## src/rtl/fwd_scoreboard_if.sv

```systemverilog
// ID-stage issue/lookup bundle between the decode stage and the forwarding scoreboard.
// The master side drives the ID instruction; the slave side returns stall and forward selects.
interface fwd_scoreboard_if #(
    parameter int NUM_RD = 2,
    parameter int REG_AW = 5,
    parameter int SW     = 2,
    parameter int FW     = 2
);
    logic                     issue_valid;
    logic                     issue_regwr;
    logic [REG_AW-1:0]        issue_rd;
    logic [SW-1:0]            issue_lat;
    logic                     flush;
    logic [NUM_RD*REG_AW-1:0] rd_addr;
    logic [NUM_RD-1:0]        rd_used;
    logic                     stall;
    logic [NUM_RD*FW-1:0]     fwd_sel_ex;

    modport master (
        output issue_valid, issue_regwr, issue_rd, issue_lat, flush, rd_addr, rd_used,
        input  stall, fwd_sel_ex
    );

    modport slave (
        input  issue_valid, issue_regwr, issue_rd, issue_lat, flush, rd_addr, rd_used,
        output stall, fwd_sel_ex
    );
endinterface

```

## src/rtl/fwd_scoreboard.sv

```systemverilog
// Forwarding and load-use stall unit: tracks in-flight register writes in a DEPTH-slot
// shadow pipeline and derives per-port forward selects plus a global stall for ID.
module fwd_scoreboard #(
    parameter int NUM_RD = 2,
    parameter int DEPTH  = 3,
    parameter int REG_AW = 5,
    parameter int SW     = $clog2(DEPTH),
    parameter int FW     = $clog2(DEPTH + 1)
) (
    input  logic                clk_i,
    input  logic                rst_i,
    fwd_scoreboard_if.slave     bus,
    output logic [15:0]         stall_cnt_o
);

    logic [DEPTH-1:0]     slot_v_q;
    logic [REG_AW-1:0]    slot_rd_q  [DEPTH];
    logic [SW-1:0]        slot_lat_q [DEPTH];
    logic [NUM_RD*FW-1:0] fwd_sel_q;
    logic [NUM_RD*FW-1:0] sel_d;
    logic [NUM_RD-1:0]    stall_req;
    logic [15:0]          stall_cnt_q;
    logic [SW-1:0]        lat_clamped;
    logic                 advance;

    assign lat_clamped = (int'(bus.issue_lat) > DEPTH - 1) ? SW'(DEPTH - 1) : bus.issue_lat;

    // Iterating oldest-to-youngest lets the youngest match overwrite older ones.
    always_comb begin
        logic              hit;
        int                idx;
        logic [REG_AW-1:0] addr;
        stall_req = '0;
        sel_d     = '0;
        for (int p = 0; p < NUM_RD; p++) begin
            hit  = 1'b0;
            idx  = 0;
            addr = bus.rd_addr[p*REG_AW +: REG_AW];
            for (int i = DEPTH - 1; i >= 0; i--) begin
                if (slot_v_q[i] && (slot_rd_q[i] == addr)) begin
                    hit = 1'b1;
                    idx = i;
                end
            end
            if (bus.rd_used[p] && (addr != '0) && hit) begin
                if (int'(slot_lat_q[idx]) > idx) begin
                    stall_req[p] = 1'b1;
                end else begin
                    sel_d[p*FW +: FW] = FW'(idx + 1);
                end
            end
        end
    end

    assign bus.stall      = (|stall_req) & ~bus.flush;
    assign advance        = ~bus.stall & ~bus.flush;
    assign bus.fwd_sel_ex = fwd_sel_q;
    assign stall_cnt_o    = stall_cnt_q;

    always_ff @(posedge clk_i) begin
        if (rst_i) begin
            slot_v_q    <= '0;
            fwd_sel_q   <= '0;
            stall_cnt_q <= '0;
            for (int i = 0; i < DEPTH; i++) begin
                slot_rd_q[i]  <= '0;
                slot_lat_q[i] <= '0;
            end
        end else begin
            for (int i = 1; i < DEPTH; i++) begin
                slot_v_q[i]   <= slot_v_q[i-1];
                slot_rd_q[i]  <= slot_rd_q[i-1];
                slot_lat_q[i] <= slot_lat_q[i-1];
            end
            slot_v_q[0]   <= advance & bus.issue_valid & bus.issue_regwr & (bus.issue_rd != '0);
            slot_rd_q[0]  <= bus.issue_rd;
            slot_lat_q[0] <= lat_clamped;
            fwd_sel_q     <= advance ? sel_d : '0;
            if (bus.stall && (stall_cnt_q != 16'hFFFF)) begin
                stall_cnt_q <= stall_cnt_q + 16'd1;
            end
        end
    end

endmodule

```

## src/flat_wrapper.sv

```systemverilog
// flat-port wrapper written by rule: the top's interface ports become plain ports
module fwd_scoreboard_flat 
#(
    parameter int NUM_RD = 2,
    parameter int DEPTH  = 3,
    parameter int REG_AW = 5,
    parameter int SW     = $clog2(DEPTH),
    parameter int FW     = $clog2(DEPTH + 1)
)
  (clk_i, rst_i, stall_cnt_o, bus_issue_valid, bus_issue_regwr, bus_issue_rd, bus_issue_lat, bus_flush, bus_rd_addr, bus_rd_used, bus_stall, bus_fwd_sel_ex);
  fwd_scoreboard_if #(.NUM_RD(NUM_RD), .REG_AW(REG_AW), .SW(SW), .FW(FW)) bus_i ();
  input  logic clk_i;
  input  logic rst_i;
  output logic [15:0] stall_cnt_o;
  input wire logic [$bits(bus_i.issue_valid)-1:0] bus_issue_valid;
  input wire logic [$bits(bus_i.issue_regwr)-1:0] bus_issue_regwr;
  input wire logic [$bits(bus_i.issue_rd)-1:0] bus_issue_rd;
  input wire logic [$bits(bus_i.issue_lat)-1:0] bus_issue_lat;
  input wire logic [$bits(bus_i.flush)-1:0] bus_flush;
  input wire logic [$bits(bus_i.rd_addr)-1:0] bus_rd_addr;
  input wire logic [$bits(bus_i.rd_used)-1:0] bus_rd_used;
  output wire logic [$bits(bus_i.stall)-1:0] bus_stall;
  output wire logic [$bits(bus_i.fwd_sel_ex)-1:0] bus_fwd_sel_ex;
  assign bus_i.issue_valid = bus_issue_valid;
  assign bus_i.issue_regwr = bus_issue_regwr;
  assign bus_i.issue_rd = bus_issue_rd;
  assign bus_i.issue_lat = bus_issue_lat;
  assign bus_i.flush = bus_flush;
  assign bus_i.rd_addr = bus_rd_addr;
  assign bus_i.rd_used = bus_rd_used;
  assign bus_stall = bus_i.stall;
  assign bus_fwd_sel_ex = bus_i.fwd_sel_ex;
  fwd_scoreboard #(.NUM_RD(NUM_RD), .DEPTH(DEPTH), .REG_AW(REG_AW), .SW(SW), .FW(FW)) u_core (.clk_i(clk_i), .rst_i(rst_i), .bus(bus_i), .stall_cnt_o(stall_cnt_o));
endmodule
```

## config.mk

```make
export PLATFORM = sky130hd
export DESIGN_NAME = fwd_scoreboard_flat
export DESIGN_NICKNAME = d
export VERILOG_FILES = /design/src/rtl/fwd_scoreboard_if.sv /design/src/rtl/fwd_scoreboard.sv /design/src/flat_wrapper.sv
export SDC_FILE = /design/constraint.sdc
export NUM_CORES = 1
export LEC_CHECK = 0
export CAP_MARGIN = 20
export CORE_ASPECT_RATIO = 1.75
export CORE_MARGIN = 3
export CORE_UTILIZATION = 48
export CTS_BUF_LIST = sky130_fd_sc_hd__clkbuf_8
export DETAILED_ROUTE_END_ITERATION = 16
export GPL_TIMING_DRIVEN = 0
export PLACE_DENSITY = 0.78
export RECOVER_POWER = 100
export SLEW_MARGIN = 15
export SYNTH_ARGS = -nofsm -noshare
export SYNTH_HDL_FRONTEND = slang
export SYNTH_SLANG_ARGS = --single-unit
```

## constraint.sdc

```tcl
create_clock -name clk_i -period 2.8 [get_ports clk_i]
set_input_delay 0.28 -clock clk_i [delete_from_list [all_inputs] [get_ports clk_i]]
set_output_delay 0.28 -clock clk_i [all_outputs]
set_load 0.1 [all_outputs]
```

* Word-level counts from Yosys, hierarchy flattened
Memory sizes are Yosys's and may differ from the RTL's.
Index checks and enable logic that the tools add are counted.
** Storage, ports and cells
- Flip-flop bits (word level) :: 23
- Bits in writable memories :: 21
- Memories :: 2
- Output and inout port bits :: 21
- Bits of input ports :: 24
- Logic and storage cells :: 78
** Cells by class
- Eq/ne operators :: 7
- Muxes and demuxes :: 26
- $add $sub $neg :: 3
- Magnitude comparators :: 3
- Reductions and logical operators :: 17
- Bitwise operators :: 16
** Memories
- u_core.slot_rd_q :: words 3, width 5, read ports 3, clocked after Yosys merged registers in 0, wr ports 3, RTL line fwd_scoreboard.sv:17 : logic [REG_AW-1:0] slot_rd_q [DEPTH];
- u_core.slot_lat_q :: words 3, width 2, read ports 4, clocked after Yosys merged registers in 0, wr ports 3, RTL line fwd_scoreboard.sv:18 : logic [SW-1:0] slot_lat_q [DEPTH];
** Operators by type and width (number)
- 5-bit equality test :: 6
- 2-bit two-way mux :: 10
- 16-bit by 1-bit adder with 16-bit output, second input constant :: 1
- 16-bit inequality test, second input constant :: 1
- 5-bit two-way mux :: 3
- 5-bit nonzero test :: 3
- 1-bit two-way mux :: 13
- 1-bit logical AND :: 11
- 4-bit OR reduction :: 2
- 1-bit OR :: 6
- 1-bit AND :: 5
- 1-bit NOT :: 5
- 2-bit by 1-bit adder with 2-bit output, second input constant :: 2
- 2-bit > comparator :: 2
- 2-bit > comparator, second input constant :: 1
- 2-bit OR reduction :: 1

* Depth between registers and ports, before layout
An unclocked memory read counts as a cell.
- Depth after elaboration :: 17
- Depth in mapped cells :: 15
- Depth with buffers taken out :: 14

* Worst setup path after synthesis
OpenSTA, ideal clock, no wires.
- Path type :: reg2reg
- From :: memory u_core.slot_rd_q[1][4], in the netlist u_core.slot_rd_q[0][9]
- To :: register u_core.stall_cnt_q[2], in the netlist u_core.stall_cnt_o[2]
- Period minus slack after synthesis :: 3.040 ns
- Data required time :: 2.677 ns
- Data arrival time :: 2.916 ns
- Path slack :: -0.240 ns
- Path buffers :: 1
- Cell stages (with the launch flop) :: 16
- Setup time :: 0.123 ns
- Path through :: dfxtp_1 xor2_1 nor4_2 and2_1 nor3_1 o21ai_0 o21ai_0 ha_1 nor2_1 o41ai_2 o211ai_2 a32oi_2 buf_6 inv_2 nand3_1 mux2_1
** RTL lines
- start, declared :: RTL line fwd_scoreboard.sv:17
- end signal, assigned :: RTL line fwd_scoreboard.sv:80 : stall_cnt_q <= stall_cnt_q + 16'd1;
- end, declared :: RTL line fwd_scoreboard.sv:22 : logic [15:0] stall_cnt_q;

==> reports/metrics.csv <==
metric,value,unit
io_buffers,44,
worstMarginPinSlew,0.992,ns
overflow,0,
crit_path_start_kind,flip-flop,
area_growth,50.9,%
swShare,24.5,%
worstPathCellList,xor2_2 > nor4_2 > nand3_2 > nor3_2 > o21ai_1 > o21ai_1 > ha_2 > nor2_2 > o41ai_2 > o221ai_2 > a32oi_2 > buf_6 > inv_12 > buf_12,
finalSetupTns,-5.13,ns
clock_skew,0.00593,ns
yosysWarnings,0,
grt_pass1_vias,2272,
dieArea,5580,um2
fin_area,3400,um2
ant_nets,0,
cts_hold_buf,0,
antenna_found_initial,0,
cp_max_fo,3,
leakage,1.30,nW
ys_types,44,
status,finished with violations,
cts_htree_levels,2,
setup_viol,20,
async_flop_share,0,%
synthCells,246,
yosysTopAreaCellShare,39.1,%
arrival,2.96,ns
die_x,57.8,um
finalCritPeriodShare,116,%
max_freq,308,MHz
r2r_start,u_core.slot_rd_q[0][13]$_SDFF_PP0_,
drive_gt1_share,31.2,%
ctsRootBufferMaster,clkbuf_8,
hold_path_class,flip-flop to flip-flop,
vias_per_cell,6.07,
yosys_most_used_dff,dfxtp_1,
ys_ff_latch,44,
die_y,96.6,um
p_per_area,377,nW/um2
critPathMostFrequentCell,o21ai_1,
setup_ws,-0.443,ns
use_met2,48.6,%
numCtsBuffers,5,
n_antenna_cell,0,
cellInternalPower,0.967,mW
drt_first_iter_violations,58,
grt_pass1_wl,10800,um
hold_path.startpoint,u_core.slot_v_q[1]$_SDFF_PP0_,
period_minus_slack,3.24,ns
finalNetCount,343,
critPathMaxStageDelay,0.35,ns
io_pins,45,
dpl_cell_area,2770,um2
hold_viol_final,0,
clk_pin_slew_worst_paths,0.09,ns
synth-seq-area-share,39.1,%
dp_hpwl,4220,um
final_util,75.7,%
critical_path_required,2.52,ns
violations,setup timing,
grt_max_degree,15,
core-area,4480,um2
grt_usage,25.2,%
synth-edff-count,0,
grt_use_met1,24.2,%
crit_path_top_delay_cell,dfxtp_2,
netlist_area,2250,um2
crit_type,flip-flop to output pin,
final_common_cell,dfxtp_1,
fillers,293,
cp-startpoint,u_core.slot_rd_q[0][13]$_SDFF_PP0_,
power_frac_seq,50.7,%
yosys.area.top_type,dfxtp_1,
path_buf_inv,3,
clock_sinks,44,
final_cell_mix,"34 x dfxtp_1, 23 x nor2b_1, 21 x dlygate4sd3_1",
drt-pass1-iter-count,4,
power_frac_comb,10.5,%
cts_tree,built,
syn_nets,273,
pwr-share-clk,38.8,%
synth.top_cells.by_area,"dfxtp_1 39%, xor2_1 9.3%, nor2b_1 6.4%, or4_1 3.7%, a21oi_1 3.3%",
syn_avg_cell_area,9.15,um2
routedWlPerCell,18.9,um
wl,6950,um
endpoint_kind,output pin,
critPathTopFamily,simple AND/OR/NAND/NOR gates,
switchingPower,0.315,mW
drc_errors,0,
irDropWorstVdd,0.000419,V
clockBufferDepth,2,
grt.busiest_layer,met2,
clk_latency,0.30,ns
relSlewSlack,33.7,%
rsz0062_at_grt,true,
grt_use_met3,6.12,%
drv_cap,0,
place_congestion,0.832,
dr_total_vias,2234,
initial_core_util,50.2,%
r2r_slack,-0.40,ns
drv_slew,0,
rows,32,
==> cell type report <==
class	instances	area (um2)	share of cell area, %
clock inverters	3	42.5	1.25
repair buffers	63	623	18.3
clock buffers	5	68.8	2.03
inverters	9	46.3	1.36
plain buffers	10	57.6	1.69
multi-input cells	183	1600	47.1
well taps	51	63.8	1.88
flip-flops and latches	44	896	26.4
==> worst reg2reg max path, stage by stage (launching register included) <==
cell	delay, ns
dfxtp_2	0.35
xor2_2	0.18
nor4_2	0.35
nand3_2	0.21
nor3_2	0.23
o21ai_1	0.09
o21ai_1	0.09
ha_2	0.30
nor2_2	0.09
o41ai_2	0.08
o221ai_2	0.09
a32oi_2	0.13
buf_6	0.19
buf_8	0.15
buf_6	0.13
or3_4	0.34
a21oi_2	0.14
==> metal layers <==
metal,vias to the layer above,wire length (um)
met5,-,0
li1,1035,-
met3,23,361
met4,0,204
met1,1097,2410
met2,79,3970
==> power groups by stage <==
stage          Sequential (mW)  Combinational, mW  Clock (mW)
2_1_floorplan            0.661             0.0613           0
3_3_place_gp             0.663              0.116           0
3_5_place_dp             0.663              0.118           0
4_1_cts                  0.649              0.122       0.498
5_1_grt                  0.651              0.147       0.521
6_report                 0.649              0.135       0.497
==> registers in the layout, indices dropped and copies added (netlist names) <==
| signal | count |
|---|---|
| u_core.slot_rd_q | 15 |
| u_core.stall_cnt_o | 16 |
| u_core.slot_lat_q | 6 |
| u_core.slot_v_q | 3 |
| u_core.bus.fwd_sel_ex | 4 |
==> logic make-up (layout without fill, tap and decap cells) <==
group,Yosys count,count (layout),share of synthesized area (%)
xor+xnor,30,30,11.7
flops,44,44,39.1
buf+inv,19,90,3.67
fa+ha+maj,3,3,1.67
compound gates,49,49,15.6
mux,1,1,0.500
simple gates,100,100,27.7
==> per-stage QoR <==
stage          instances  hold slack (ns)  worst slack (ns)  power (mW)
4_1_cts              365            0.479            -0.339        1.27
3_3_place_gp         341            0.448             -1.66       0.778
2_1_floorplan        246            0.356           0.00747       0.722
5_1_grt              368            0.500            -0.529        1.32
3_5_place_dp         341            0.453             -1.68       0.781
6_report             368            0.491            -0.443        1.28
==> what timing repair did <==
action	CTS	global route
gates resized for setup	53	49
setup endpoints to repair	22	22
pin swaps	39	41
setup buffers	15	5
cloned	1	0
==> Yosys cell counts, types with 2 or more instances <==
cell type / count
nor4_1: 2
o21ai_1: 2
nor2_1: 10
dfxtp_1: 44
or4_1: 11
and4_1: 2
xnor2_1: 6
o21ai_0: 6
ha_1: 3
nand3_1: 11
nor2b_1: 23
nor4_2: 5
a31oi_1: 2
a41o_1: 3
nand4_1: 3
xor2_1: 24
nand2_1: 8
o31ai_1: 9
nor3_1: 3
and3b_1: 2
and2_1: 10
a21oi_1: 15
o2111ai_1: 3
or3_1: 2
clkbuf_1: 7
inv_1: 8
and3_1: 5
==> worst paths after layout <==
kind,cells after the start,end
worst max-delay path,14,bus_stall
worst min-delay path,1,u_core.slot_v_q[2]$_SDFF_PP0_
worst max register to register,16,u_core.stall_cnt_o[15]$_SDFFE_PP0P_
worst min register to register,1,u_core.slot_v_q[2]$_SDFF_PP0_
Note: power is estimated with default switching activity, not from simulation.
